--- src/rtl/window_scan_scheduler.sv ---
// Window-origin scan sequencer: walks origins row-major and drives the window loader
// start/done/ack handshake, throttled by two buffer credits. Optional: `SCAN_STALL_COUNT_EN.
module window_scan_scheduler #(
  parameter int Y_BITS     = 10,
  parameter int BLOCK_BITS = 6,
  parameter int WIN_BITS   = 6,
  parameter int BLOCK_STEP = 1,
  parameter int Y_STEP     = 1,
  parameter int CNT_BITS   = 16
) (
  input  logic                  clk,
  input  logic                  reset,
  input  logic                  frame_start,
  input  logic [Y_BITS-1:0]     last_y,
  input  logic [BLOCK_BITS-1:0] last_block,
  input  logic [WIN_BITS-1:0]   win_size,
  input  logic                  core_release,
  input  logic                  wl_ready,
  input  logic                  wl_done,
  output logic                  wl_start,
  output logic [Y_BITS-1:0]     wl_start_y,
  output logic [BLOCK_BITS-1:0] wl_start_block,
  output logic [WIN_BITS-1:0]   wl_win_size,
  output logic                  wl_dbl_buf,
  output logic                  wl_ack,
  output logic                  busy,
  output logic                  frame_done,
  output logic [CNT_BITS-1:0]   jobs_issued
`ifdef SCAN_STALL_COUNT_EN
  ,
  output logic [CNT_BITS-1:0]   stall_cycles
`endif
);

  typedef enum logic [2:0] {IDLE, ISSUE, WAIT_DONE, ADVANCE, FINISH} state_t;

  localparam logic [BLOCK_BITS:0] BLOCK_INC = (BLOCK_BITS+1)'(BLOCK_STEP);
  localparam logic [Y_BITS:0]     Y_INC     = (Y_BITS+1)'(Y_STEP);

  state_t                state, state_next;
  logic [1:0]            credits;
  logic [Y_BITS-1:0]     y, last_y_r;
  logic [BLOCK_BITS-1:0] block, last_block_r;
  logic [WIN_BITS-1:0]   win_r;
  logic                  buf_sel;
  logic                  accept, issue, ack, finish;
  logic [BLOCK_BITS:0]   block_sum;
  logic [Y_BITS:0]       y_sum;
  logic                  block_more, y_more;

  // One spare bit on the sums so a max-code last_block/last_y ends the scan instead of wrapping
  assign block_sum  = {1'b0, block} + BLOCK_INC;
  assign y_sum      = {1'b0, y} + Y_INC;
  assign block_more = (block_sum <= {1'b0, last_block_r});
  assign y_more     = (y_sum <= {1'b0, last_y_r});

  always_ff @(posedge clk) begin
    if (reset) state <= IDLE;
    else       state <= state_next;
  end

  always_comb begin
    state_next = state;
    accept     = 1'b0;
    issue      = 1'b0;
    ack        = 1'b0;
    finish     = 1'b0;
    case (state)
      IDLE: begin
        if (frame_start) begin
          accept     = 1'b1;
          state_next = ISSUE;
        end
      end
      ISSUE: begin
        if (wl_ready && (credits != 2'd0)) begin
          issue      = 1'b1;
          state_next = WAIT_DONE;
        end
      end
      WAIT_DONE: begin
        if (wl_done) begin
          ack        = 1'b1;
          state_next = ADVANCE;
        end
      end
      ADVANCE: begin
        if (block_more || y_more) begin
          state_next = ISSUE;
        end else begin
          finish     = 1'b1;
          state_next = FINISH;
        end
      end
      FINISH:  state_next = IDLE;
      default: state_next = IDLE;
    endcase
  end

  always_ff @(posedge clk) begin
    if (reset) begin
      wl_start       <= 1'b0;
      wl_ack         <= 1'b0;
      frame_done     <= 1'b0;
      busy           <= 1'b0;
      wl_start_y     <= '0;
      wl_start_block <= '0;
      wl_win_size    <= '0;
      wl_dbl_buf     <= 1'b0;
      jobs_issued    <= '0;
      credits        <= 2'd2;
      y              <= '0;
      block          <= '0;
      last_y_r       <= '0;
      last_block_r   <= '0;
      win_r          <= '0;
      buf_sel        <= 1'b0;
    end else begin
      wl_start   <= issue;
      wl_ack     <= ack;
      frame_done <= finish;
      if (accept) begin
        last_y_r     <= last_y;
        last_block_r <= last_block;
        win_r        <= win_size;
        y            <= '0;
        block        <= '0;
        jobs_issued  <= '0;
        busy         <= 1'b1;
      end
      if (state == FINISH) busy <= 1'b0;
      // Job fields are captured at issue so they hold steady until the ack
      if (issue) begin
        wl_start_y     <= y;
        wl_start_block <= block;
        wl_win_size    <= win_r;
        wl_dbl_buf     <= buf_sel;
        jobs_issued    <= jobs_issued + 1'b1;
      end
      if (state == ADVANCE) begin
        buf_sel <= ~buf_sel;
        if (block_more) begin
          block <= block_sum[BLOCK_BITS-1:0];
        end else if (y_more) begin
          block <= '0;
          y     <= y_sum[Y_BITS-1:0];
        end
      end
      // A release landing with an issue cancels out; releases beyond two credits are dropped
      if (issue && !core_release)
        credits <= credits - 2'd1;
      else if (!issue && core_release && (credits != 2'd2))
        credits <= credits + 2'd1;
    end
  end

`ifdef SCAN_STALL_COUNT_EN
  always_ff @(posedge clk) begin
    if (reset || accept)
      stall_cycles <= '0;
    else if ((state == ISSUE) && (credits == 2'd0) && (stall_cycles != '1))
      stall_cycles <= stall_cycles + 1'b1;
  end
`endif

endmodule
--- config.mk ---
export PLATFORM = sky130hd
export DESIGN_NAME = window_scan_scheduler
export DESIGN_NICKNAME = d
export VERILOG_FILES = /design/src/rtl/window_scan_scheduler.sv
export SDC_FILE = /design/constraint.sdc
export NUM_CORES = 1
export LEC_CHECK = 0
export ABC_CLOCK_PERIOD_IN_PS = 4300
export BUFFER_PORTS_ARGS = -buffer_cell sky130_fd_sc_hd__buf_2
export CORE_UTILIZATION = 47
export DETAILED_ROUTE_END_ITERATION = 8
export HOLD_SLACK_MARGIN = 0.02
export PLACE_DENSITY = 0.78
export SLEW_MARGIN = 20
export SYNTH_ARGS = -nofsm -noshare
export SYNTH_HDL_FRONTEND = slang
export SYNTH_SLANG_ARGS = --single-unit
--- constraint.sdc ---
create_clock -name clk -period 4.3 [get_ports clk]
set_clock_uncertainty 0.15 [all_clocks]
set_input_delay 0.86 -clock clk [delete_from_list [all_inputs] [get_ports clk]]
set_output_delay 0.86 -clock clk [all_outputs]
set_load 0.02 [all_outputs]
# Word level (Yosys, flattened, before mapping)
# Index checks and enable logic that the tools add are counted.
totals:
  ff_bits: 87
  input_bits: 28
  out_inout_bits: 43
  wordCells: 73
classes:
  add_sub_neg: 5
  n_lt_le_gt_ge: 2
  n_eq_ne: 8
  mux: 23
  bitwise_logic: 3
  reduce_logical: 15
op_table:
  columns: ["cell", "count"]
  rows:
  - ["two-way mux 10 bit", 4]
  - ["two-way mux 16 bit", 2]
  - ["two-way mux 6 bit", 4]
  - ["adder 16 x 1 -> 16 bit (second input constant)", 1]
  - ["two-way mux 3 bit", 4]
  - ["one-hot mux 3 bit (4 select lines)", 1]
  - ["adder 10 x 1 -> 11 bit (second input constant)", 1]
  - ["<= comparator 11 x 10 -> 1 bit", 1]
  - ["!= test 2 bit (second input constant)", 4]
  - ["adder 6 x 1 -> 7 bit (second input constant)", 1]
  - ["<= comparator 7 x 6 -> 1 bit", 1]
  - ["== test 3 x 2 -> 1 bit (second input constant)", 2]
  - ["two-way mux 1 bit", 6]
  - ["nonzero test 2 bit", 3]
  - ["OR reduction 2 bit", 3]
  - ["logical AND 1 bit", 4]
  - ["two-way mux 2 bit", 2]
  - ["== test 3 x 1 -> 1 bit (second input constant)", 1]
  - ["== test 3 bit (second input constant)", 1]
  - ["logical NOT 3 bit", 1]
  - ["inverter 1 bit", 3]
  - ["AND reduction 3 bit", 1]
  - ["adder 2 x 1 -> 2 bit (second input constant)", 1]
  - ["logical NOT 1 bit", 2]
  - ["other kinds (2)", 2]

# Longest topological paths before layout
# Gate-level depths: netlist of run 1.
logic_depth:
  depth_word: 9
  ltp_mapped: 13
  depth_no_buf: 12

# Worst setup path after synthesis of run 1
# Ideal clock, no wire load.
synth_timing:
  kind: "reg2reg"
  startpoint: "register y[0]"
  endpoint: "register block[4]"
  setup_ns: 0.117
  arrival_ns: 2.694
  required_ns: 4.033
  path_slack_ns: 1.339
  path_stages_with_launch: 13
  n_path_buf: 0
  cell_sequence: "dfxtp_1 ha_1 nand3_1 or2_2 nor2_1 xor2_1 ha_1 a21o_1 a21o_1 a2bb2oi_1 a21oi_2 o21a_1 a32o_1"
synth_between:
  elab_chain_cells: 5
synth_lines:
  columns: ["item", "line", "source"]
  rows:
  - ["start: declaration", "42", "logic [Y_BITS-1:0] y, last_y_r;"]
  - ["start signal: assignment", "146", "y <= y_sum[Y_BITS-1:0];"]
  - ["adder 10 x 1 -> 11 bit", "53", "assign y_sum = {1'b0, y} + Y_INC;"]
  - ["<= comparator 11 x 10 -> 1 bit", "55", "assign y_more = (y_sum <= {1'b0, last_y_r});"]
  - ["two-way mux 6 bit", "144", "end else if (y_more) begin"]
  - ["two-way mux 6 bit", "142", "if (block_more) begin"]
  - ["two-way mux 6 bit", "140", "if (state == ADVANCE) begin"]
  - ["end signal: assignment", "143", "block <= block_sum[BLOCK_BITS-1:0];"]
  - ["end: declaration", "43", "logic [BLOCK_BITS-1:0] block, last_block_r;"]
# No other way between the ends.
# A chain may end at the register's enable or synchronous reset.

# Final worst setup path of run 1
layout_timing:
  startpoint: "register y[0]"
  endpoint: "register y[9]"
layout_between:
  elab_chain_cells: 5
layout_lines:
  columns: ["item", "line"]
  rows:
  - ["adder 10 x 1 -> 11 bit *", "53"]
  - ["<= comparator 11 x 10 -> 1 bit", "55"]
  - ["two-way mux 10 bit *", "144"]
  - ["two-way mux 10 bit *", "142"]
  - ["two-way mux 10 bit *", "140"]
# Mark *: on every way between the ends. The rest lies on a longest branch, timed or not.

==> results of run 1 <==
layer usage:
layer | GRT usage | vias to the layer above | share of wire
li1 | - | 1819 | -
met1 | 0.285 | 1644 | 0.48
met2 | 0.330 | 94 | 0.45
met3 | 0.0534 | 10 | 0.057
met4 | 0.0756 | 0 | 0.010
met5 | 0 | - | 0
synthesized netlist by cell type, drive strengths merged (2+ instances only):
library cell	number	area, µm²
clkbuf	17	63.8
ha	19	238
nor3	5	25.0
nand3	28	140
a21o	9	67.6
o21ai	8	40.0
nand2	120	453
o21a	3	22.5
xnor2	11	96.3
buf	8	43.8
a32o	2	20.0
and4	2	17.5
or3	8	50.1
nand4	5	31.3
o211ai	8	65.1
a21oi	69	349
nand2b	7	43.8
xor2	2	17.5
mux2i	2	20.0
or2	5	33.8
nor2	25	93.8
and3	8	50.1
a311oi	2	17.5
a211oi	3	22.5
inv	16	60.1
dfxtp	87	1740
nand3b	4	30.0
worst max path at each step:
stage	slack, ns	start	end
global route	0.18	y[0]	y[9]
finish	0.45	y[0]	y[9]
global placement	0.73	y[0]	y[8]
floorplan	1.34	y[0]	block[4]
detailed placement	0.58	y[0]	y[9]
CTS	0.47	y[0]	y[9]
cells by family (layout without fill, tap and decap cells):
kind of cell,after synthesis,after routing,synth area share
simple gates,220,220,0.253
compound gates,112,112,0.169
flops,87,87,0.439
buf+inv,42,107,0.0432
fa+ha+maj,19,19,0.0599
xor+xnor,13,13,0.0287
mux,3,3,0.00788
per-stage QoR:
| stage | instances | total power, mW | setup WS, ns | util | hold WS, ns |
|---|---|---|---|---|---|
| finish | 666 | 1.74 | 0.447 | 0.566 | 0.304 |
| global route | 666 | 1.81 | 0.183 | 0.566 | 0.323 |
| CTS | 666 | 1.75 | 0.473 | 0.566 | 0.306 |
| detailed placement | 650 | 1.06 | 0.580 | 0.536 | 0.294 |
| global placement | 650 | 1.06 | 0.733 | 0.536 | 0.289 |
| floorplan | 496 | 1.00 | 1.34 | - | 0.282 |
critical path: stages (launching register included):
cell	delay, ns
dfxtp_1	0.44
ha_1	0.23
nand3_1	0.14
or2_2	0.36
nor2_1	0.17
xor2_1	0.20
ha_1	0.27
a21o_1	0.18
a21o_1	0.18
a2bb2oi_1	0.32
nand4_1	0.62
nand2b_1	0.37
a21oi_1	0.13
sequential cells by signal, indices dropped and copies added, names as in the netlist, 2 cells and up:
register and cells:
win_r 6, wl_start_y 10, y 10, wl_win_size 6, wl_start_block 6, block 6
jobs_issued 16, credits 2, last_block_r 6, last_y_r 10, state 3
area by class of cell:
type                       count  area (µm²)  share of cell area
tap                          105         131              0.0284
sequential                    87        1740               0.377
timing repair buffer          74         380              0.0823
clock inverter                 5         105              0.0227
multi-input combinational    367        2060               0.446
inverter                      17        63.8              0.0138
clock buffer                  11         141              0.0306
power groups by stage:
stage          Combinational, mW  Sequential (mW)  Clock [mW]
2_1_floorplan              0.136            0.869           0
3_3_place_gp               0.189            0.866           0
3_5_place_dp               0.194            0.868           0
4_1_cts                    0.195            0.849       0.705
5_1_grt                    0.220            0.852       0.739
6_report                   0.194            0.848       0.696
==> results.py, run 1 <==
metrics = {
    "pwr": {
        "p_clk_frac": 0.400,
        "p_leak_nw": 1.93,
        "power_frac_comb": 0.112,
        "seqPwrFrac": 0.488,
        "swShare": 0.253,
        "power_density_nw_per_um2": 376,
        "ir_drop_uv": 178,
        "power.net_switching_mw": 0.440,
        "internal-power_mw": 1.30,
    },
    "logic_synthesis": {
        "synth-edff-count": 0,
        "synthesis.area_um2": 3970,
        "synthCells": 496,
        "synthFlopType": "dfxtp_1",
        "synth-seq-cells": 87,
        "synth-async-reset-ratio": 0,
        "yosysSeqAreaShare": 0.439,
        "synth_cell_type_count": 47,
        "ys_warn_count": 0,
        "avgSynthCellArea_um2": 8.00,
        "syn_nets": 543,
    },
    "worst_hold_path": {
        "min_from": "last_block_r[3]",
        "holdPathStages": 2,
        "whs_endpoint": "last_block_r[3]",
        "hp-class": "reg2reg",
    },
    "setup_path": {
        "rrSetupSlack_ns": 0.45,
        "cp-end-kind": "register",
        "cp.required_ns": 4.42,
        "r2r_cells": 12,
        "worstSetupPathType": "reg2reg",
        "worst-path-max-fanout": 20,
        "r2r_start": "y[0]",
        "critPathLaunchType": "register",
        "cp.arrival_ns": 3.98,
        "regToRegEndpoint": "y[9]",
    },
    "drt": {
        "drtAntennaViolNets": 0,
        "vias_per_cell": 5.36,
        "wire_per_inst_um": 13.1,
        "vias": 3567,
        "drt_iter0_markers": 160,
        "drcViolationCount": 0,
        "routed_wl_mm": 8.71,
        "dr.pass1.iters": 5,
    },
    "cts": {
        "post_cts_resize_count": 0,
        "cts_root_buf": "clkbuf_8",
        "cts_tree": "yes",
        "postCtsHoldBufs": 0,
        "h-tree-depth": 3,
        "cts-buffers-inserted": 9,
        "post_cts_buffers": 0,
        "clk_latency_ns": 0.35,
        "clockBufferDepth": 2,
        "tritoncts_num_sinks": 87,
        "clk_pin_slew_ns": 0.09,
    },
    "timing": {
        "setup_violations": 0,
        "fin_crit_ns": 3.85,
        "finalSetupTns_ns": 0,
        "min_period_over_period": 0.896,
        "rsz0062_at_grt": "no",
        "max_slew_margin": 0.495,
        "max_freq_mhz": 260,
        "tightestPinTransition_ns": 0.757,
        "hold_violations": 0,
        "maxSlewViolCount": 0,
    },
    "cells_and_area": {
        "layout_common_cells": "119 x nand2_1, 87 x dfxtp_1, 70 x buf_2, 68 x a21oi_1, 28 x nand3_1",
        "diodes": 0,
        "fin_nets": 603,
        "fill_cells": 790,
        "layout-drive-gt1-share": 0.182,
        "design_area_um2": 4620,
        "area_growth_pct": 16.5,
        "layout_commonest_cell": "nand2_1",
    },
    "die": {
        "start_util": 0.485,
        "die_area_um2": 8820,
        "core_area_um2": 8180,
        "die_w_um": 93.9,
        "die_y_um": 93.9,
        "top_level_ports": 71,
        "rows": 33,
    },
    "global_routing": {
        "grt_pass1_vias": 3228,
        "gr-total-overflow": 0,
        "grt_max_degree": 43,
        "grt_pass1_wl_mm": 14.8,
        "grtUsageTotal": 0.212,
        "antenna_found_initial": 0,
    },
    "placement": {
        "hpwlAfterDp_mm": 6.13,
        "io_buffers": 70,
        "placed_cell_area_um2": 4380,
        "place.gp.congestion": 0.909,
    },
    "status": {
        "outcome": "completed",
    },
    "run": {
        "max-cap-violations": 0,
    },
}
Power figures use the tool's default switching activity.
==> inputs of run 2 (changes only) <==
ABC_AREA = 1   (was unset)
GPL_ROUTABILITY_DRIVEN = 0   (was unset)
TNS_END_PERCENT = 10   (was unset)
==> run 2 against run 1 <==
  * Sequential share of layout area down 0.21 points
  * Power increased by 25%
  * Final area grew 0.57%
  * Setup slack improved by 0.94 ns
  * Clock power decreased by 26%
  * Clock-buffer cell count fell by 1
  * Synthesized cell count increased by 7.9%
  * Via count up 3.5%
  * Cell count is 6.2% higher
  * Critical path type unchanged
  * Critical endpoint is now y[0]
==> results.py, run 2 <==
metrics = {
    "status": {
        "outcome": "completed",
    },
    "global_routing": {
        "antenna_found_initial": 0,
        "grt_pass1_vias": 3403,
        "grt_max_degree": 53,
        "grtUsageTotal": 0.212,
        "grt_pass1_wl_mm": 15.0,
        "gr-total-overflow": 0,
    },
    "placement": {
        "placed_cell_area_um2": 4480,
        "io_buffers": 70,
        "hpwlAfterDp_mm": 6.63,
    },
    "die": {
        "die_area_um2": 9050,
        "top_level_ports": 71,
        "start_util": 0.491,
        "rows": 33,
        "die_y_um": 95.1,
        "core_area_um2": 8300,
        "die_w_um": 95.1,
    },
    "cts": {
        "post_cts_resize_count": 0,
        "clk_pin_slew_ns": 0.08,
        "clk_latency_ns": 0.36,
        "cts_root_buf": "clkbuf_8",
        "h-tree-depth": 3,
        "cts_tree": "yes",
        "cts-buffers-inserted": 9,
        "clockBufferDepth": 2,
        "post_cts_buffers": 0,
        "tritoncts_num_sinks": 87,
        "postCtsHoldBufs": 0,
    },
    "timing": {
        "max_freq_mhz": 344,
        "min_period_over_period": 0.677,
        "tightestPinTransition_ns": 0.521,
        "rsz0062_at_grt": "no",
        "hold_violations": 0,
        "max_slew_margin": 0.653,
        "setup_violations": 0,
        "maxSlewViolCount": 0,
        "fin_crit_ns": 2.91,
        "finalSetupTns_ns": 0,
    },
    "logic_synthesis": {
        "synth_mux_area_frac": 0,
        "yosysTopAreaCellShare": 0.427,
        "synthFlopType": "dfxtp_1",
        "synthAdderAreaFrac": 0.0583,
        "yosysSeqAreaShare": 0.427,
        "synth_top_family_by_area": "simple AND/OR/NAND/NOR gates",
        "synth-seq-cells": 87,
        "synthMostInstantiatedCell": "dfxtp_1",
        "synth-simple-area-share": 0.223,
        "synthXorXnorAreaFrac": 0.0215,
        "synth_common_cells": "87 x dfxtp_1, 77 x nand2_1, 73 x nor2_1, 58 x o21ai_0, 54 x inv_1",
        "avgSynthCellArea_um2": 7.62,
        "synth-edff-count": 0,
        "synth-async-reset-ratio": 0,
        "ys_top_cells_by_area": "dfxtp_1 43%, o21ai_0 7.1%, nand2_1 7.1%",
        "synthCells": 535,
        "ys_warn_count": 0,
        "syn_nets": 582,
        "synth_compound_area_frac": 0.191,
        "synth_top_cell_by_area": "dfxtp_1",
        "synthesis.area_um2": 4080,
        "synth_cell_type_count": 42,
    },
    "pwr": {
        "ir_drop_uv": 209,
        "p_leak_nw": 2.15,
        "power_density_nw_per_um2": 466,
        "power_mw": 2.17,
    },
    "cells_and_area": {
        "top_register": "jobs_issued",
        "largest_reg_flops": 16,
        "layout-drive-gt1-share": 0.203,
        "layout_commonest_cell": "dfxtp_1",
        "fin_nets": 644,
        "fill_cells": 758,
        "layout_common_cells": "87 x dfxtp_1, 77 x nand2_1, 73 x nor2_1, 70 x buf_2, 58 x o21ai_0",
        "diodes": 0,
        "design_area_um2": 4650,
        "area_growth_pct": 14.1,
    },
    "drt": {
        "vias": 3691,
        "drt_iter0_markers": 134,
        "dr.pass1.iters": 5,
        "drcViolationCount": 0,
        "routed_wl_mm": 9.27,
        "drtAntennaViolNets": 0,
        "wire_per_inst_um": 13.1,
        "vias_per_cell": 5.22,
    },
    "setup_path": {
        "cp.required_ns": 4.41,
        "worst-path-max-fanout": 11,
        "cp-end-kind": "register",
        "worstSetupPathType": "reg2reg",
        "critPathLaunchType": "register",
        "cp.arrival_ns": 3.02,
    },
    "worst_hold_path": {
        "hp-class": "reg2reg",
    },
    "run": {
        "max-cap-violations": 0,
    },
}
-- run 2: cell count changes in the layout (fill, tap and decap cells not counted), moves of 8 or more --
| cell | before | now |
|---|---|---|
| nor2_1 | 23 | 73 |
| and3_1 | 8 | 0 |
| a21oi_1 | 68 | 48 |
| a21o_1 | 9 | 1 |
| nand3_1 | 28 | 18 |
| xnor2_1 | 11 | 2 |
| a21oi_2 | 1 | 10 |
| nand2_1 | 119 | 77 |
| o21ai_0 | 8 | 58 |
| inv_1 | 16 | 54 |
-- run 2: path summary, 6_finish.rpt --
path | slack, ns | cells past startpoint | to | start
setup / recovery | 1.39 | 17 | y[0] | y[0]
setup reg to reg | 1.39 | 17 | y[0] | y[0]
hold / removal | 0.31 | 2 | win_r[5] | win_r[5]
hold reg to reg | 0.31 | 2 | win_r[5] | win_r[5]
-- run 2: worst max-delay path, stage by stage, from the launching register on --
cell	delay [ns]
dfxtp_1	0.45
nand3_1	0.17
nor2_2	0.16
nand2_1	0.09
nor2_1	0.12
nand2_1	0.08
xor2_1	0.14
inv_1	0.07
ha_1	0.31
nand2_1	0.09
nor3_1	0.24
nand3_2	0.12
nand2_2	0.11
nand2_4	0.09
inv_2	0.24
nand2_1	0.08
nand2_1	0.07
nor2_1	0.04
-- run 2: final cells by class --
type,instances,area [µm²],share of cell area
tap,105,131,0.0282
sequential,87,1740,0.374
timing repair buffer,72,365,0.0786
clock buffer,10,128,0.0274
clock inverter,6,42.5,0.00915
multi-input combinational,367,2010,0.433
inverter,60,228,0.0490
-- run 2: metrics by stage --
| step | utilization | instances | setup WS [ns] | hold WS [ns] |
|---|---|---|---|---|
| finish | 0.560 | 707 | 1.39 | 0.314 |
| global route | 0.560 | 707 | 1.15 | 0.341 |
| CTS | 0.560 | 707 | 1.43 | 0.314 |
| detailed placement | 0.540 | 691 | 1.45 | 0.300 |
| global placement | 0.540 | 691 | 1.58 | 0.292 |
| floorplan | - | 535 | 1.83 | 0.280 |
-- run 2: routing by layer --
| metal | vias up | wire, µm | GRT usage |
|---|---|---|---|
| met5 | - | 0 | 0 |
| li1 | 1890 | - | - |
| met2 | 82 | 4320 | 0.349 |
| met1 | 1707 | 4370 | 0.269 |
| met4 | 0 | 133 | 0.0947 |
| met3 | 12 | 442 | 0.0367 |
-- run 2: kinds of logic (layout without fill, tap and decap cells) --
group           after synthesis  after routing
simple gates                201            201
compound gates              137            137
flops                        87             87
buf+inv                      81            148
fa+ha+maj                    19             19
xor+xnor                     10             10
-- run 2: report_power, final --
part	leakage (nW)	total, mW	switching [mW]	internal, mW
Combinational	1.36	0.656	0.453	0.203
Sequential	0.709	0.996	0.0675	0.929
Clock	0.0831	0.515	0.302	0.212
==> inputs of run 3 (changes only) <==
ABC_CLOCK_PERIOD_IN_PS = 2900   (was 4300)
clock period = 2.9 ns   (was 4.3 ns; I/O delays follow)
==> run 3 against run 2 <==
  * Worst hold slack worse by 0.010 ns
  * Non-clock buffer count is 4 higher
  * Core utilization is 1.1 points higher
  * Combinational power is 54% higher
  * Critical path depth is 2 lower
  * Maximum frequency is 6.8% higher
  * Sequential power is 48% higher
  * Sequential share of layout area is 0.63 points lower
  * Sequential cell count stayed put
  * Setup slack worse by 1.2 ns
  * First-iteration DRC count is 14% higher
  * Critical path type unchanged
  * Critical endpoint is now y[5]
  * Largest cell class unchanged
==> results.py, run 3 (same netlist as run 2, synthesis figures left out) <==
metrics = {
    "drt": {
        "wire_per_inst_um": 13.4,
        "wl_met3_um": 626,
        "top_layer_used": "met4",
        "wl_met2_mm": 4.45,
        "drt_iter0_markers": 153,
        "dr.pass1.iters": 6,
        "drtAntennaViolNets": 0,
        "met1_length_mm": 4.20,
        "routed_wl_mm": 9.50,
        "vias": 3734,
        "vias_per_cell": 5.25,
        "drcViolationCount": 0,
    },
    "global_routing": {
        "grt_pass1_wl_mm": 16.2,
        "grtUsageTotal": 0.226,
        "grt_max_degree": 61,
        "antenna_found_initial": 0,
        "gr-total-overflow": 0,
        "grt_pass1_vias": 3662,
    },
    "cells_and_area": {
        "design_area_um2": 4740,
        "layout_commonest_cell": "dfxtp_1",
        "layout-drive-gt1-share": 0.221,
        "layout_common_cells": "84 x dfxtp_1, 75 x nand2_1, 73 x nor2_1, 70 x buf_2, 58 x o21ai_0",
        "area_growth_pct": 16.3,
        "largest_reg_flops": 16,
        "diodes": 0,
        "top_register": "jobs_issued",
        "final_cell_count_no_fill": 711,
        "fin_nets": 648,
    },
    "setup_path": {
        "r2r_cells": 15,
        "worst-path-max-fanout": 10,
        "cp.required_ns": 3.00,
        "cp.arrival_ns": 2.83,
        "critPathLaunchType": "register",
        "cp-end-kind": "register",
        "worstSetupPathType": "reg2reg",
    },
    "timing": {
        "rsz0062_at_grt": "yes",
        "postLayoutSetupSlackWorst_ns": 0.175,
        "tightestPinTransition_ns": 0.640,
        "max_slew_margin": 0.573,
        "fin_crit_ns": 2.72,
        "min_period_over_period": 0.940,
        "maxSlewViolCount": 0,
        "max_freq_mhz": 367,
        "hold_violations": 0,
        "setup_violations": 0,
        "finalSetupTns_ns": 0,
    },
    "cts": {
        "clk_latency_ns": 0.36,
        "cts_root_buf": "clkbuf_8",
        "cts-buffers-inserted": 9,
        "clockBufferDepth": 2,
        "post_cts_buffers": 0,
        "h-tree-depth": 3,
        "tritoncts_num_sinks": 87,
        "cts_tree": "yes",
        "clk_pin_slew_ns": 0.09,
    },
    "pwr": {
        "ir_drop_uv": 355,
        "power_mw": 3.37,
        "power_density_nw_per_um2": 711,
        "p_leak_nw": 2.20,
    },
    "die": {
        "top_level_ports": 71,
        "core_area_um2": 8300,
        "die_area_um2": 9050,
        "start_util": 0.491,
        "die_y_um": 95.1,
        "die_w_um": 95.1,
        "rows": 33,
    },
    "run": {
        "max-cap-violations": 0,
    },
    "placement": {
        "hpwlAfterDp_mm": 6.66,
        "placed_cells": 695,
        "io_buffers": 70,
        "dpl_worst_slack_ns": 0.0245,
        "placed_cell_area_um2": 4510,
    },
    "worst_hold_path": {
        "holdPathStages": 3,
        "hp-class": "in2reg",
    },
    "status": {
        "outcome": "completed",
    },
}
==> run 3: power breakdown <==
group | internal (mW) | switching, mW | total (mW)
Combinational | 0.309 | 0.701 | 1.01
Clock | 0.444 | 0.443 | 0.886
Sequential | 1.38 | 0.0970 | 1.47
Total | 2.13 | 1.24 | 3.37
==> run 3: layer usage <==
layer  GRT usage  up-vias
li1            -     1892
met1       0.273     1697
met2       0.383      125
met3      0.0574       20
met4      0.0859        0
met5           0        -
==> run 3: repair_timing <==
item | 4_1_cts | 5_1_grt
hold buffers | 0 | 0
cloned | 0 | 0
endpoints found under the setup margin | 1 | 17
resized for setup | 1 | 8
==> run 3: layout make-up <==
class                   instances  area [µm²]
inverters                      60         233
well taps                     105         131
repair buffers                 76         395
fillers                       780        3560
multi-input cells             367        2030
clock buffers                  11         151
flip-flops and latches         87        1750
clock inverters                 5        56.3
==> run 3: final timing paths <==
check                                      from               to  slack [ns]
worst max-delay path                       y[0]             y[5]        0.18
worst min-delay path                win_size[2]         win_r[2]        0.30
worst max register to register             y[0]             y[5]        0.18
worst min register to register  last_block_r[4]  last_block_r[4]        0.31
==> run 3: critical path, cell delays in order (launching register included) <==
cell     delay, ns
dfxtp_2       0.39
nand3_1       0.12
nor2_2        0.14
nand2_1       0.09
nor2_1        0.14
nand2_1       0.10
xor2_1        0.17
inv_1         0.07
ha_1          0.31
nand2_1       0.09
nor3_2        0.20
nand3_2       0.11
nand2_2       0.11
nand2_4       0.10
o21ai_0       0.25
nor2_1        0.08
==> run 3: per-stage QoR <==
step,hold slack (ns),utilization
3_5_place_dp,0.305,0.543
6_report,0.303,0.571
4_1_cts,0.301,0.569
2_1_floorplan,0.280,-
5_1_grt,0.311,0.571
3_3_place_gp,0.288,0.543
